File: config.mk
export PLATFORM = sky130hd
export DESIGN_NAME = enc83_req_seq
export DESIGN_NICKNAME = d
export VERILOG_FILES = /design/src/rtl/enc83_req_seq.sv
export SDC_FILE = /design/constraint.sdc
export NUM_CORES = 1
export LEC_CHECK = 0
export BUFFER_PORTS_ARGS = -buffer_cell sky130_fd_sc_hd__buf_2
export CAP_MARGIN = 15
export CORE_MARGIN = 2
export CORE_UTILIZATION = 55
export CTS_CLUSTER_DIAMETER = 200
export DETAILED_ROUTE_END_ITERATION = 16
export PLACE_DENSITY = 0.8
export SYNTH_ARGS = -nofsm -noshare
export SYNTH_HDL_FRONTEND = slang
export SYNTH_SLANG_ARGS = --single-unit
File: constraint.sdc
create_clock -name clk -period 3.2 [get_ports clk]
set_input_delay 0.32 -clock clk [delete_from_list [all_inputs] [get_ports clk]]
set_output_delay 0.32 -clock clk [all_outputs]
set_load 0.1 [all_outputs]
File: src/rtl/enc83_req_seq.sv
// enc83_req_seq: sequential 8-to-3 priority encoder for active-low request lines.
// Falling edges on req_n are captured into a sticky pending register; the
// highest pending index is presented on code with a valid/ack handshake.
// Optional build macro: ENC83_SYNC2_EN inserts a 2-flop synchronizer on req_n.
module enc83_req_seq #(
    parameter logic [2:0] RESET_CODE = 3'd0
) (
    input  logic       clk,
    input  logic       rst_n,
    input  logic [7:0] req_n,
    input  logic       en_n,
    input  logic       ack,
    input  logic       ovf_clr,
    output logic [2:0] code,
    output logic       valid,
    output logic       gs_n,
    output logic       ovf
);

    typedef enum logic {
        IDLE,
        PRESENT
    } state_t;

    state_t     state;
    logic [7:0] req_s;       // request lines as seen by the edge detector
    logic [7:0] req_q;       // previous-cycle request lines
    logic [7:0] pend;
    logic [7:0] fall;
    logic [7:0] clr_mask;
    logic [7:0] pend_next;
    logic [2:0] top_idx;

`ifdef ENC83_SYNC2_EN
    logic [7:0] sync1;
    logic [7:0] sync2;

    // Two-flop synchronizer for asynchronous request sources; idles released (high).
    always_ff @(posedge clk or negedge rst_n) begin
        if (!rst_n) begin
            sync1 <= 8'hFF;
            sync2 <= 8'hFF;
        end else begin
            sync1 <= req_n;
            sync2 <= sync1;
        end
    end

    assign req_s = sync2;
`else
    assign req_s = req_n;
`endif

    // Falling-edge detect; edges while disabled are dropped, not deferred.
    always_comb begin
        fall = req_q & ~req_s & {8{~en_n}};
    end

    // Clear mask for the bit being acknowledged, and the next pending value.
    always_comb begin
        // NOTE: every combinational output gets a default first, so no path leaves it unassigned and no latch is inferred.
        clr_mask = 8'h00;
        if (valid && ack) begin
            clr_mask[code] = 1'b1;
        end
        // A set and a clear on the same bit resolve in favour of the set.
        pend_next = (pend & ~clr_mask) | fall;
    end

    // Highest set index of pend: later (higher) indices override lower ones.
    always_comb begin
        top_idx = 3'd0;
        for (int i = 0; i < 8; i++) begin
            if (pend[i]) begin
                top_idx = 3'(i);
            end
        end
    end

    // Edge history, pending register, group select and sticky overflow.
    always_ff @(posedge clk or negedge rst_n) begin
        if (!rst_n) begin
            req_q <= 8'hFF;
            pend  <= 8'h00;
            gs_n  <= 1'b1;
            ovf   <= 1'b0;
        end else begin
            // NOTE: sequential state uses non-blocking assignments so every register samples pre-edge values.
            req_q <= req_s;
            pend  <= pend_next;
            gs_n  <= ~|pend_next;
            if (|(fall & pend & ~clr_mask)) begin
                ovf <= 1'b1;
            end else if (ovf_clr) begin
                ovf <= 1'b0;
            end
        end
    end

    // Presentation FSM: launch the top pending index, hold it until acked.
    always_ff @(posedge clk or negedge rst_n) begin
        if (!rst_n) begin
            state <= IDLE;
            code  <= RESET_CODE;
            valid <= 1'b0;
        end else begin
            case (state)
                IDLE: begin
                    if ((pend != 8'h00) && !en_n) begin
                        code  <= top_idx;
                        valid <= 1'b1;
                        state <= PRESENT;
                    end else begin
                        code  <= RESET_CODE;
                        valid <= 1'b0;
                    end
                end
                PRESENT: begin
                    if (ack) begin
                        code  <= RESET_CODE;
                        valid <= 1'b0;
                        state <= IDLE;
                    end
                end
                default: begin
                    code  <= RESET_CODE;
                    valid <= 1'b0;
                    state <= IDLE;
                end
            endcase
        end
    end

endmodule
# ---- Word-level counts from Yosys, hierarchy flattened
# Index checks and enable logic that the tools add are counted.
dict set report word_totals {
  input_bits 13
  mem_bits_ro 0
  regBits 23
  output_inout_bits 6
  n_memories 0
  wordCells 49
  mem_bits_rw 0
  latch_bits 0
}
dict set report classes {
  n_eq_ne 1
  n_addsub 0
  bitwise 10
  div 0
  n_reduce_logical 9
  order_cmp 2
  muxes 20
  n_shift 0
  multipliers 0
}
# cell count
set ops {}
lappend ops {{8-bit bitwise AND} 5}
lappend ops {{3-bit two-way mux} 8}
lappend ops {{8-bit inverter} 2}
lappend ops {{8-bit OR reduction} 2}
lappend ops {{8-bit two-way mux} 1}
lappend ops {{8-bit OR} 1}
lappend ops {{8-bit nonzero test} 1}
lappend ops {{1-bit two-way mux} 7}
lappend ops {{3-bit case mux with 2 select lines} 1}
lappend ops {{3-bit by 4-bit less-than comparator with 1-bit output (second input constant)} 1}
lappend ops {{1-bit case mux with 2 select lines} 2}
lappend ops {{1-bit demux with 3-bit select} 1}
lappend ops {{3-bit by 1-bit >= comparator with 1-bit output (second input constant)} 1}
lappend ops {{1-bit logical AND} 3}
lappend ops {{1-bit logical NOT} 2}
lappend ops {{2-bit inequality test (second input constant)} 1}
lappend ops {{1-bit inverter} 2}
lappend ops {{2-bit nonzero test} 1}

# ---- Longest topological paths before layout
# Gate-level depths: netlist (run 1).
dict set report logic_depth {
  depth_word 10
  mapped_depth 6
}

# ---- Worst setup path before layout (run 1)
# No wires, ideal clock.
dict set report synth_timing {
  path_type {reg2reg}
  start {register code[0]}
  end {register gs_n}
  stages_incl_launch_ff 6
  path_buffers 0
  required_time_ps 3110
  arrival_time_ps 2112
  period_less_slack_ps 2202
  path_slack_ps 998
  setup_ps 90
  cell_sequence {dfrtp_1 nand2_1 o31ai_2 o21ai_1 or4_1 nor4_2}
}
dict set report synth_via {
  elab_chain_len 10
  word_cells_on_any_way 11
  cone_classes {2 x order compare; 3 x mux; 3 x bitwise; 3 x reduce/logical}
}
# item line
set synth_lines {}
lappend synth_lines {{start, declared} 14} ;# output logic [2:0] code,
lappend synth_lines {{start signal, assigned} 110} ;# code <= top_idx;
lappend synth_lines {{3-bit by 4-bit less-than comparator with 1-bit output (not written as such) / 3-bit by 1-bit >= comparator with 1-bit output (equally long branches)} 64} ;# clr_mask[code] = 1'b1;
lappend synth_lines {{1-bit logical AND (not written as such)} 64}
lappend synth_lines {{1-bit two-way mux (not written as such)} 64}
lappend synth_lines {{1-bit demux with 3-bit select *} 64}
lappend synth_lines {{8-bit two-way mux *} 63} ;# if (valid && ack) begin
lappend synth_lines {{8-bit inverter *} 67} ;# pend_next = (pend & ~clr_mask) | fall;
lappend synth_lines {{8-bit bitwise AND *} 67}
lappend synth_lines {{8-bit OR *} 67}
lappend synth_lines {{named net pend_next[5]} 31} ;# logic [7:0] pend_next;
lappend synth_lines {{8-bit OR reduction *} 91} ;# gs_n <= ~|pend_next;
lappend synth_lines {{1-bit logical NOT *} 91}
lappend synth_lines {{end signal, assigned} 91}
lappend synth_lines {{end, declared} 16} ;# output logic gs_n,
# Mark *: on every way through the listed nets, which the timed path passes. The rest lies on a longest branch.
# A chain may end at the register's enable or synchronous reset.

# ---- Final worst setup path (run 1)
# Ends and elaborated chain as after synthesis.

==> run summary, run 1 <==
The clock network is responsible for 18.7% of the overall power. Internal power comes to 0.000429 W. For the clock sink count, the log shows 23. The cell that appears most often on the critical path is sky130_fd_sc_hd__o21ai_1.

Across all layers, the routed design uses 745 vias. The run gives 0 as the total of warnings raised by yosys. Dividing the detail-routed via count by the number of cells gives 5.69.

The number of port buffers came out at 18. The number of pins exceeding their max-slew limit in the final report is 0. After synthesis, the cell types taking the most area are sky130_fd_sc_hd__dfrtp_1 36%, sky130_fd_sc_hd__dfstp_2 24%, sky130_fd_sc_hd__nand2_1 5.4%. The tools report the number of hold-slack violations in the final timing report as 0.

The worst register-to-register path has a setup slack of 1420 ps. The tools report the final count of negative-setup-slack endpoints as 0. Clock tree synthesis selected as its root buffer the cell sky130_fd_sc_hd__clkbuf_4. Cell with the largest stage delay on the worst path: sky130_fd_sc_hd__or4_1.

The maximum fanout along the worst path works out to 8. The simple logic cell fraction of the synthesized area was 21.5%; the sequential share of the synthesized area was 60.4%. The number of antenna-violating nets in the routed design is 0, and the half-perimeter wire length after placement is 1460 µm. In this run the deepest clock path goes through 2 buffers. Clock skew on the completed layout was measured at 3.76 ps. After Yosys synthesis, full adders, half adders and majority gates account for 0% of the synthesized area.

Relative to the synthesized area, the layout overhead comes to 14.8%. Net switching is 37.8% of the power. The sequential cell fraction of total power was 53.7%; the peak per-stage delay on the critical path was 550 ps. IR analysis of the VDD net gives a maximum drop of 413 µV.

Combinational logic burns 27.6% of the power. The aggregate global-route resource usage is 21.4%. The die covers 2120 µm². In this run the cell area of the synthesized design comes to 972 µm².

The floorplan has 15 rows. In the routed design, unresolved DRC markers number 0. In this run, distinct cell masters in the synthesized netlist total 28.

After clock tree synthesis, the repair step resized 0 gates. The run gives 4 as the number of search-and-repair iterations in the first detailed-routing pass. Sorting the synthesized cells by how often they occur yields 14 x sky130_fd_sc_hd__dfrtp_1, 14 x sky130_fd_sc_hd__nand2_1, 9 x sky130_fd_sc_hd__dfstp_2, 9 x sky130_fd_sc_hd__o21ai_1, 8 x sky130_fd_sc_hd__nor2_1.

The number of nets produced by synthesis is 105, and the violation count after the first detailed-routing iteration is 12. In the synthesized netlist the async set-or-reset flop fraction comes to 100%. The CTS clock-pin slew for the worst setup and hold paths came out at 120 ps.

The post-layout minimum cycle time came out at 1780 ps. In this run the vertical extent of the chip is 46.0 µm. Critical path start-end classification: flip-flop to flip-flop. The run gives 66.1% as the final core utilization. TritonCTS built the clock tree. Total clock buffers created by CTS: 3. A synthesized cell averages 10.6 µm².

Buffers added to address setup during post-CTS repair amount to 0. The mux cell area share after synthesis is 0%. The data arrival at the endpoint of the critical path was 2000 ps; the number of flops mapped to enable cells by yosys was 0. Once the floorplan was initialized, standard cells occupied 57.6% of the core. Synthesis produced 92 cells. Achievable frequency: 561 MHz. The flow ran to the end, and the final reports show no timing, DRC or antenna violations. The min-delay analysis places its worst path in the category primary input to flip-flop. For the pin with the worst max-slew slack, the measured transition is 491 ps. The flip-flop and latch count after synthesis came out at 23. The number of antenna cells inserted was 0; the parity-gate share of the synthesized area counting xor and xnor cells was 0%. Number of maximum-capacitance constraint violations: 0.

The first global-routing pass estimated 3110 µm of wire. The via count of the first global-routing pass was 682. After synthesis, the largest family of logic cells by area is simple AND/OR/NAND/NOR gates. The floorplan step set the die width to 46.0 µm. Routability-driven placement finished with a final weighted congestion of 0.862. The total congestion overflow is 0. The layout has 146 filler cells. The dominant synthesized flop cell was sky130_fd_sc_hd__dfrtp_1.

For this design the total switching power over the nets is 0.000260 W. Power spread over the standard cell area amounts to 618 nW/µm². The synthesized design spends more area on one cell type than any other, namely sky130_fd_sc_hd__dfrtp_1. STA classifies the critical path endpoint as a flip-flop.

Portion of synthesized cell area occupied by the leading cell type: 36.0%. The logs give 1 for the number of levels in the clock H-tree and 19 for the count of pins on the block boundary. The worst path required time is 3410 ps, and the total negative slack for setup checks is 0 ps. The final critical path takes up 55.7% of the cycle. The run gives 128 as the final layout net count.

The clock insertion delay at the later pin of the skew report was 300 ps; the total wirelength of the detailed-routed design was 1910 µm. Setup repair after global routing left no endpoint under its margin. The initial antenna violation count is 0. The largest net degree at the start of global routing came out at 24. The fraction of layout cells with a size suffix above 1 is 28.9%. Walking the worst path, the cells encountered are nand2b_1 -> o21ai_1 -> o21ai_1 -> or4_1 -> nor4_2. The run gives 1690 µm² as the core footprint. The static leakage was 0.484 nW. STA classifies the critical path startpoint as a flip-flop. The tools report the worst slew margin relative to its limit as 67.3%. After detailed routing, the average wire length per cell comes to 14.6 µm. The total of hold buffers inserted after clock tree synthesis was 1; the complex-gate fraction of the synthesized area was 16.2%.
==> power by group through the flow <==
| stage | Combinational, W | Sequential [W] | Clock (W) |
|---|---|---|---|
| floorplan | 0.0000689 | 0.000444 | 0 |
| global placement | 0.000188 | 0.000372 | 0 |
| detailed placement | 0.000190 | 0.000375 | 0 |
| CTS | 0.000192 | 0.000369 | 0.000134 |
| global route | 0.000205 | 0.000376 | 0.000145 |
| finish | 0.000190 | 0.000370 | 0.000129 |
==> worst paths after layout <==
path	endpoint	startpoint	cells past startpoint
max in group asynchronous	req_q[0]	rst_n	2
worst max register to register	gs_n	code[0]	5
min in group asynchronous	pend[2]	rst_n	2
worst min-delay path	req_q[7]	req_n[7]	1
worst min register to register	code[2]	state	1
worst max-delay path	gs_n	code[0]	5
==> registers in the layout (all words and copies together) (netlist names) <==
| register | flops |
|---|---|
| code | 3 |
| gs_n | 1 |
| ovf | 1 |
| pend | 8 |
| req_q | 8 |
| state | 1 |
| valid | 1 |
==> per-stage QoR <==
step	std cells	hold WS (ps)	worst slack, ps	power (W)	area [µm²]
6_report	131	106	1420	0.000689	1120
3_3_place_gp	126	308	1520	0.000560	1080
2_1_floorplan	92	24.4	998	0.000512	972
3_5_place_dp	126	316	1460	0.000565	1080
5_1_grt	131	87.7	1240	0.000726	1120
4_1_cts	131	95.9	1430	0.000695	1120
==> area by class of cell <==
class | instances | area [µm²] | area share [%]
flip-flops and latches | 23 | 587 | 52.6
inverters | 4 | 15.0 | 1.35
well taps | 17 | 21.3 | 1.91
clock buffers | 4 | 26.3 | 2.35
repair buffers | 19 | 100 | 8.97
multi-input cells | 64 | 367 | 32.8
==> cells in the final DEF, fill, tap and decap left out, types with 2 or more instances in the layout <==
| cell | n |
|---|---|
| sky130_fd_sc_hd__o21ai_1 | 9 |
| sky130_fd_sc_hd__nand3b_1 | 2 |
| sky130_fd_sc_hd__clkbuf_4 | 3 |
| sky130_fd_sc_hd__o21bai_1 | 2 |
| sky130_fd_sc_hd__nor2_1 | 8 |
| sky130_fd_sc_hd__buf_2 | 18 |
| sky130_fd_sc_hd__dfrtp_1 | 14 |
| sky130_fd_sc_hd__nand2b_1 | 5 |
| sky130_fd_sc_hd__o31ai_1 | 3 |
| sky130_fd_sc_hd__o22ai_1 | 2 |
| sky130_fd_sc_hd__nor3_1 | 2 |
| sky130_fd_sc_hd__dfstp_2 | 9 |
| sky130_fd_sc_hd__nand2_1 | 14 |
| sky130_fd_sc_hd__a21oi_1 | 3 |
| sky130_fd_sc_hd__inv_1 | 4 |
==> worst max-delay path: cells and delay by family, from the launching register on <==
family	cells	cell delay, ps
compound gates	2	280
flops	1	480
simple gates	3	930
==> routing by layer <==
metal	global-route usage, %	wire length [µm]
met1	29.8	869
met2	31.9	932
met3	2.78	86
met4	12.0	19
met5	0	0
==> logic make-up after synthesis <==
| group | count (synthesis) |
|---|---|
| AOI/OAI and AO/OA | 24 |
| DFF | 23 |
| and+or+nand+nor | 40 |
| buffers and inverters | 5 |
Note: power is estimated with default switching activity, not from simulation.
==> run 2, diff against run 1 <==
--- a/config.mk
+++ b/config.mk
@@ -8,10 +8,10 @@
 export BUFFER_PORTS_ARGS = -buffer_cell sky130_fd_sc_hd__buf_2
 export CAP_MARGIN = 15
 export CORE_MARGIN = 2
-export CORE_UTILIZATION = 55
+export CORE_UTILIZATION = 52
 export CTS_CLUSTER_DIAMETER = 200
 export DETAILED_ROUTE_END_ITERATION = 16
-export PLACE_DENSITY = 0.8
+export PLACE_DENSITY = 0.76
 export SYNTH_ARGS = -nofsm -noshare
 export SYNTH_HDL_FRONTEND = slang
 export SYNTH_SLANG_ARGS = --single-unit
==> constraint.sdc (replaced) <==
create_clock -name clk -period 1.8 [get_ports clk]
set_input_delay 0.18 -clock clk [delete_from_list [all_inputs] [get_ports clk]]
set_output_delay 0.18 -clock clk [all_outputs]
set_load 0.1 [all_outputs]
==> run summary, run 2 (synthesis results as in run 1) <==
The placement row count is 15 (unchanged). The critical path start-end classification is flip-flop to flip-flop. The worst hold path depth was 2 (+1). Wire length per cell after detailed routing: 13.5 µm (-6.9%).

For the number of antenna cells inserted, the log shows 0 (unchanged). The largest registers in the layout are pend: 8 flops, req_q: 8 flops, code: 3 flops. TritonCTS built the clock tree. The commonest non-fill, non-tap cell in the layout is sky130_fd_sc_hd__buf_2.

The tools report the count of pins on the block boundary as 19 (unchanged). The class of the tightest hold or removal check is primary input to flip-flop. The worst path required time is 2030 ps (-1380 ps). For the final estimated routing congestion in global placement, the log shows 0.915 (+6.2%).

The die outline height is 47.2 µm (+2.6%), and the minimum setup slack among reg-to-reg paths is 60 ps (-1360 ps). The logs give 71.2% (+5.1 points) for the final core utilization and 3240 µm (+4.2%) for the global-route wire length before repair. The static leakage was 0.526 nW (+8.7%).

The achievable frequency is 574 MHz (+2.3%), and the die boundary width is 47.2 µm (+2.6%). The total negative slack for setup checks was 0 ps (unchanged). The run gives 1 (unchanged) as the number of levels in the clock H-tree. The cell count of the worst reg-to-reg path is 5 (unchanged). The startpoint identified for the worst register-to-register timing path is code[0].

The number of antenna-violating nets in the routed design was 0 (unchanged). The half-perimeter wire length after placement came out at 1470 µm (+0.82%). The logs give 0 (unchanged) for the number of maximum-capacitance constraint violations and 602 µm² (+2.6%) for the area taken by flip-flops and latches. The number of pins exceeding their max-slew limit in the final report was 0 (unchanged). The CTS clock-pin slew for the worst setup and hold paths was 120 ps (about the same). The worst-margin pin slew is 482 ps (-8.93 ps), and the worst hold slack is 105 ps (-1.23 ps). Power after layout: 0.00127 W (+84%). The number of search-and-repair iterations in the first detailed-routing pass is 4 (unchanged). The number of port buffers came out at 18 (unchanged).

In this run the critical register-to-register path is captured at gs_n. The clock insertion delay at the later pin of the skew report is 300 ps (about the same). The count of filler cells inserted in the layout was 133 (-8.9%). The top cell types in the final layout, fill and taps aside, are 18 x sky130_fd_sc_hd__buf_2, 14 x sky130_fd_sc_hd__nand2_1, 10 x sky130_fd_sc_hd__dfrtp_1.

The number of DRC violations after detailed routing came out at 0 (unchanged). The tools report the type of element capturing the critical path as a flip-flop. The total congestion overflow was 0 (unchanged). The run gives 379 µm² (+3.4%) as the area occupied by multi-input gates. The logs give 1750 µm² (+3.3%) for the core footprint and 0 (unchanged) for the number of hold-slack violations in the final timing report. The clock sink count is 23 (unchanged), and the total clock buffers created by CTS is 3 (unchanged). The final layout net count is 137 (+7.0%). The portion of the clock cycle consumed by the worst path in the final layout is 96.8% (+41 points).

The worst setup path is launched from a flip-flop. The aggregate global-route resource usage is 21.1% (-0.32 points). The run finished with clean final reports. The data arrival at the endpoint of the critical path is 1970 ps (-30 ps). The setup skew after layout came out at 2.77 ps (-0.989 ps).

The total vias in the final route is 779 (+4.6%), and the total wirelength of the detailed-routed design is 2010 µm (+5.1%). The run gives 24 (unchanged) as the largest net degree at the start of global routing. The tools report the hold path endpoint as state.

Relative to the synthesized area, the layout overhead comes to 27.8%. The fraction of layout cells with a size suffix above 1 is 33.3% (+4.4 points). The tools report the starting utilization of the core area as 55.7% (-1.9 points). The worst hold path begins at ack. For the violation count after the first detailed-routing iteration, the log shows 8 (-4). For the highest ir drop seen on vdd, the log shows 691 µV (+67%).

The total die area was 2230 µm² (+5.3%); the worst slew margin relative to its limit was 67.6% (+0.32 points). The via count of the first global-routing pass is 778 (+14%), and the final count of negative-setup-slack endpoints is 0 (unchanged). The buffer levels on the longest clock path is 2 (unchanged), and the post-layout minimum cycle time is 1740 ps (-40.3 ps). The initial antenna violation count is 0 (unchanged). Clock tree synthesis selected as its root buffer the cell sky130_fd_sc_hd__clkbuf_4.

The power density normalized to cell area works out to 1020 nW/µm² (+65%). Setup repair after global routing left no endpoint under its margin. The maximum fanout along the worst path came out at 5 (-3).

The per-cell via count in the routed design is 5.26 (-7.4%).
[run 2: changes by cell type in the layout (fill, tap and decap cells not counted), sizes merged]
cell,change
clkinv,+1
dlygate4sd3,+8
buf,+1
clkbuf,-1
[run 2: stage by stage]
stage,instance area [µm²],worst slack [ps],std cells
global route,1240,11.2,148
detailed placement,1110,84.0,134
finish,1240,58.2,148
floorplan,995,18.4,92
global placement,1110,157,134
CTS,1230,38.8,147
[run 2: where the power goes]
part	switching [W]	total, W	internal, W
Clock	0.000149	0.000232	0.0000829
Combinational	0.000258	0.000366	0.000108
Sequential	0.0000693	0.000669	0.000599
Total	0.000477	0.00127	0.000791
[run 2: layout make-up]
class	instances	share of cell area [%]
sequential	23	48.4
clock inverter	1	0.403
timing repair buffer	28	15.1
multi-input combinational	64	30.5
inverter	4	1.21
clock buffer	3	1.81
tap	25	2.52
[run 2: critical path, stage by stage (launching register included)]
cell	delay, ps
sky130_fd_sc_hd__dfrtp_4	520
sky130_fd_sc_hd__nand2b_4	150
sky130_fd_sc_hd__o21ai_1	140
sky130_fd_sc_hd__o21ai_1	120
sky130_fd_sc_hd__or4_1	570
sky130_fd_sc_hd__nor4_2	170
[run 2: per-layer routing]
| metal | share of wire (%) | GRT usage (%) |
|---|---|---|
| met5 | 0 | 0 |
| met2 | 51 | 34.3 |
| met1 | 46 | 27.7 |
| met4 | 1.2 | 10.0 |
| met3 | 1.9 | 2.69 |
[run 2: timing repair]
item | in CTS | in global routing
resized for setup | 0 | 1
hold buffers | 9 | 0
setup endpoints to repair | 0 | 1
hold endpoints to repair | 22 | 0
buffers inserted | 0 | 1
[run 2: worst max path at each step]
stage | start | slack [ps] | depth (start not counted) | endpoint
after floorplan | code[0] | 20 | 5 | gs_n
after global placement | code[1] | 160 | 4 | gs_n
after detailed placement | code[0] | 80 | 5 | gs_n
after CTS | code[0] | 40 | 5 | gs_n
after global routing | code[0] | 10 | 5 | gs_n
final | code[0] | 60 | 5 | gs_n
==> run 3, diff against run 2 <==
--- a/config.mk
+++ b/config.mk
@@ -12,6 +12,7 @@
 export CTS_CLUSTER_DIAMETER = 200
 export DETAILED_ROUTE_END_ITERATION = 16
 export PLACE_DENSITY = 0.76
+export SKIP_LAST_GASP = 1
 export SYNTH_ARGS = -nofsm -noshare
 export SYNTH_HDL_FRONTEND = slang
 export SYNTH_SLANG_ARGS = --single-unit
==> constraint.sdc (replaced) <==
create_clock -name clk -period 1.8 [get_ports clk]
set_input_delay 0.18 -clock clk [delete_from_list [all_inputs] [get_ports clk]]
set_output_delay 0.18 -clock clk [all_outputs]
set_load 0.005 [all_outputs]
==> run summary, run 3 (synthesis results as in run 1) <==
Startpoint of the worst hold path: ack. Critical path's most frequent cell: sky130_fd_sc_hd__o21ai_1. The maximum fanout along the worst path is 8 (+3). The tools report the placement row count as 15 (unchanged). The number of port buffers was 18 (unchanged). Leaving out fill and tap cells, the most frequent cells in the layout are 18 x sky130_fd_sc_hd__buf_2, 14 x sky130_fd_sc_hd__nand2_1, 12 x sky130_fd_sc_hd__dfrtp_1. The number of levels in the clock H-tree is 1 (unchanged), and the worst slew margin relative to its limit is 66.8% (-0.80 points). The buffer levels on the longest clock path was 2 (unchanged). The cell family contributing the most delay on the critical path is simple AND/OR/NAND/NOR gates. The total clock buffers created by CTS is 3 (unchanged).

Setup repair after global routing left no endpoint under its margin. The count of placed standard cells in the final layout, fillers left out was 147 (-0.68%). The post-layout minimum cycle time is 1740 ps (-5.44 ps). The largest registers in the layout are pend: 8 flops, req_q: 8 flops, code: 3 flops. The worst register-to-register path begins at code[0]. The count of placed standard cells including taps was 134 (unchanged). The flow ran to the end, and the final reports show no timing, DRC or antenna violations. The tools report the clock sink count as 23 (unchanged).

The logs give 5.77% (+3.1 points) for the met3 layer usage reported by global route and 3220 µm (-0.43%) for the global-route wire length before repair. The tools report the starting utilization of the core area as 55.7% (unchanged). The CTS clock-pin slew for the worst setup and hold paths was 120 ps (about the same). The worst hold slack was 124 ps (+19.2 ps); the number of pins exceeding their max-slew limit in the final report was 0 (unchanged).

The logs give 5.25 ps (+2.48 ps) for the setup skew after layout and 2020 ps (about the same) for the worst path required time. The final layout net count was 136 (-0.73%). For the total congestion overflow, the log shows 0 (unchanged). The initial antenna violation count was 0 (unchanged). The tools report the number of DRC violations after detailed routing as 0 (unchanged). The element type at the critical path start is a flip-flop. Portion of the clock cycle consumed by the worst path in the final layout: 96.5% (-0.30 points).

Number of maximum-capacitance constraint violations: 0 (unchanged). The highest ir drop seen on vdd was 637 µV (-7.8%). The count of pins on the block boundary was 19 (unchanged); the number of hold-slack violations in the final timing report was 0 (unchanged). The peak per-stage delay on the critical path is 550 ps (-20 ps). TritonCTS built the clock tree. The logs give 1960 ps (about the same) for the data arrival at the endpoint of the critical path and 0 ps (unchanged) for the total negative slack for setup checks. The cell with the largest stage delay on the worst path is sky130_fd_sc_hd__or4_1. The count of filler cells inserted in the layout is 147 (+11%), and the fraction of layout cells with a size suffix above 1 is 29.5% (-3.8 points). The run gives 0 (unchanged) as the number of antenna cells inserted. The wire length per cell after detailed routing was 14.0 µm (+3.4%). Class of the tightest hold or removal check: primary input to flip-flop. The tools report the via count of the first global-routing pass as 712 (-8.5%).

The total vias in the final route is 799 (+2.6%), and the static leakage is 0.518 nW (-1.6%). The run gives 31.6% (-2.7 points) as the fraction of met2 tracks used by global routing. The number of buffer and inverter stages on the critical path was 0 (unchanged).

Traced cell by cell, the critical path runs through nand2b_1 -> o21ai_1 -> o21ai_1 -> or4_1 -> nor4_2. The number of antenna-violating nets in the routed design is 0 (unchanged). The per-cell via count in the routed design came out at 5.44 (+3.3%).

The tools report the core footprint as 1750 µm² (unchanged). The run gives 1480 µm (+0.70%) as the half-perimeter wire length after placement. The run gives 29.7% (+2.1 points) as the met1 usage.

The layer flagged by global routing as most heavily used is met2. The die outline height was 47.2 µm (unchanged). The die boundary width works out to 47.2 µm (unchanged).

The worst setup path is captured at a flip-flop. Aggregate global-route resource usage: 21.2% (+0.16 points). The final estimated routing congestion in global placement was 0.874 (-4.4%); the clock insertion delay at the later pin of the skew report was 300 ps (about the same).

The largest net degree at the start of global routing was 24 (unchanged). The tools report the total wirelength of the detailed-routed design as 2060 µm (+2.7%). The critical path is of the flip-flop to flip-flop type.

The synthesis-to-layout area growth is 24.5%, and the number of search-and-repair iterations in the first detailed-routing pass is 4 (unchanged). The power density normalized to cell area was 908 nW/µm² (-11%); the worst-margin pin slew was 498 ps (+16.2 ps). The run gives 2230 µm² (unchanged) as the total die area.

The commonest non-fill, non-tap cell in the layout is sky130_fd_sc_hd__buf_2. The most critical setup path has its startpoint at code[0]. The violation count after the first detailed-routing iteration is 24 (+16), and the final count of negative-setup-slack endpoints is 0 (unchanged).

Achievable frequency: 576 MHz (+0.31%). The tree is rooted in a sky130_fd_sc_hd__clkbuf_4.
## run 3: worst reg2reg max path, delay by kind of cell (launching register included)
kind / cells / cell delay (ps)
and+or+nand+nor: 3 / 890
DFF: 1 / 480
AOI/OAI and AO/OA: 2 / 290
## run 3: per-stage QoR
stage / total power, W / instance area (µm²) / util [%] / worst slack, ps
6_report: 0.00110 / 1210 / 69.3 / 63.7
5_1_grt: 0.00116 / 1210 / 69.3 / 1.73
4_1_cts: 0.00110 / 1210 / 69.2 / 69.3
3_5_place_dp: 0.000860 / 1090 / 62.4 / 96.3
3_3_place_gp: 0.000853 / 1090 / 62.4 / 179
2_1_floorplan: 0.000773 / 972 / - / 230
## run 3: final cells by class
cell class                 count  area [µm²]  share of cell area (%)
clock buffer                   3        22.5                    1.86
clock inverter                 1        5.00                   0.414
inverter                       4        15.0                    1.24
multi-input combinational     64         367                    30.3
sequential                    23         589                    48.7
tap                           25        31.3                    2.59
timing repair buffer          27         180                    14.9
## run 3: path summary, 6_finish.rpt
kind	end	slack (ps)	depth (start not counted)
hold / removal	state	120	2
hold reg to reg	code[2]	540	1
setup reg to reg	gs_n	60	5
setup / recovery	gs_n	60	5
min in group asynchronous	pend[7]	360	2
max in group asynchronous	code[0]	1070	2
## run 3: layer usage
layer | vias up | wire, µm
li1 | 386 | -
met1 | 391 | 912
met2 | 20 | 1040
met3 | 2 | 91
met4 | 0 | 12
met5 | - | 0
## run 3: where the power goes
| group | leakage (nW) | internal [W] | switching (W) | total (W) |
|---|---|---|---|---|
| sequential | 0.243 | 0.000591 | 0.0000667 | 0.000658 |
| clock | 0.0177 | 0.0000827 | 0.000147 | 0.000229 |
| combinational | 0.257 | 0.0000974 | 0.000115 | 0.000212 |
## run 3: repair_timing
item | CTS | global route
resized for setup | 0 | 2
setup buffers | 0 | 0
hold endpoints to repair | 22 | 0
hold buffers | 9 | 0
setup endpoints to repair | 0 | 1
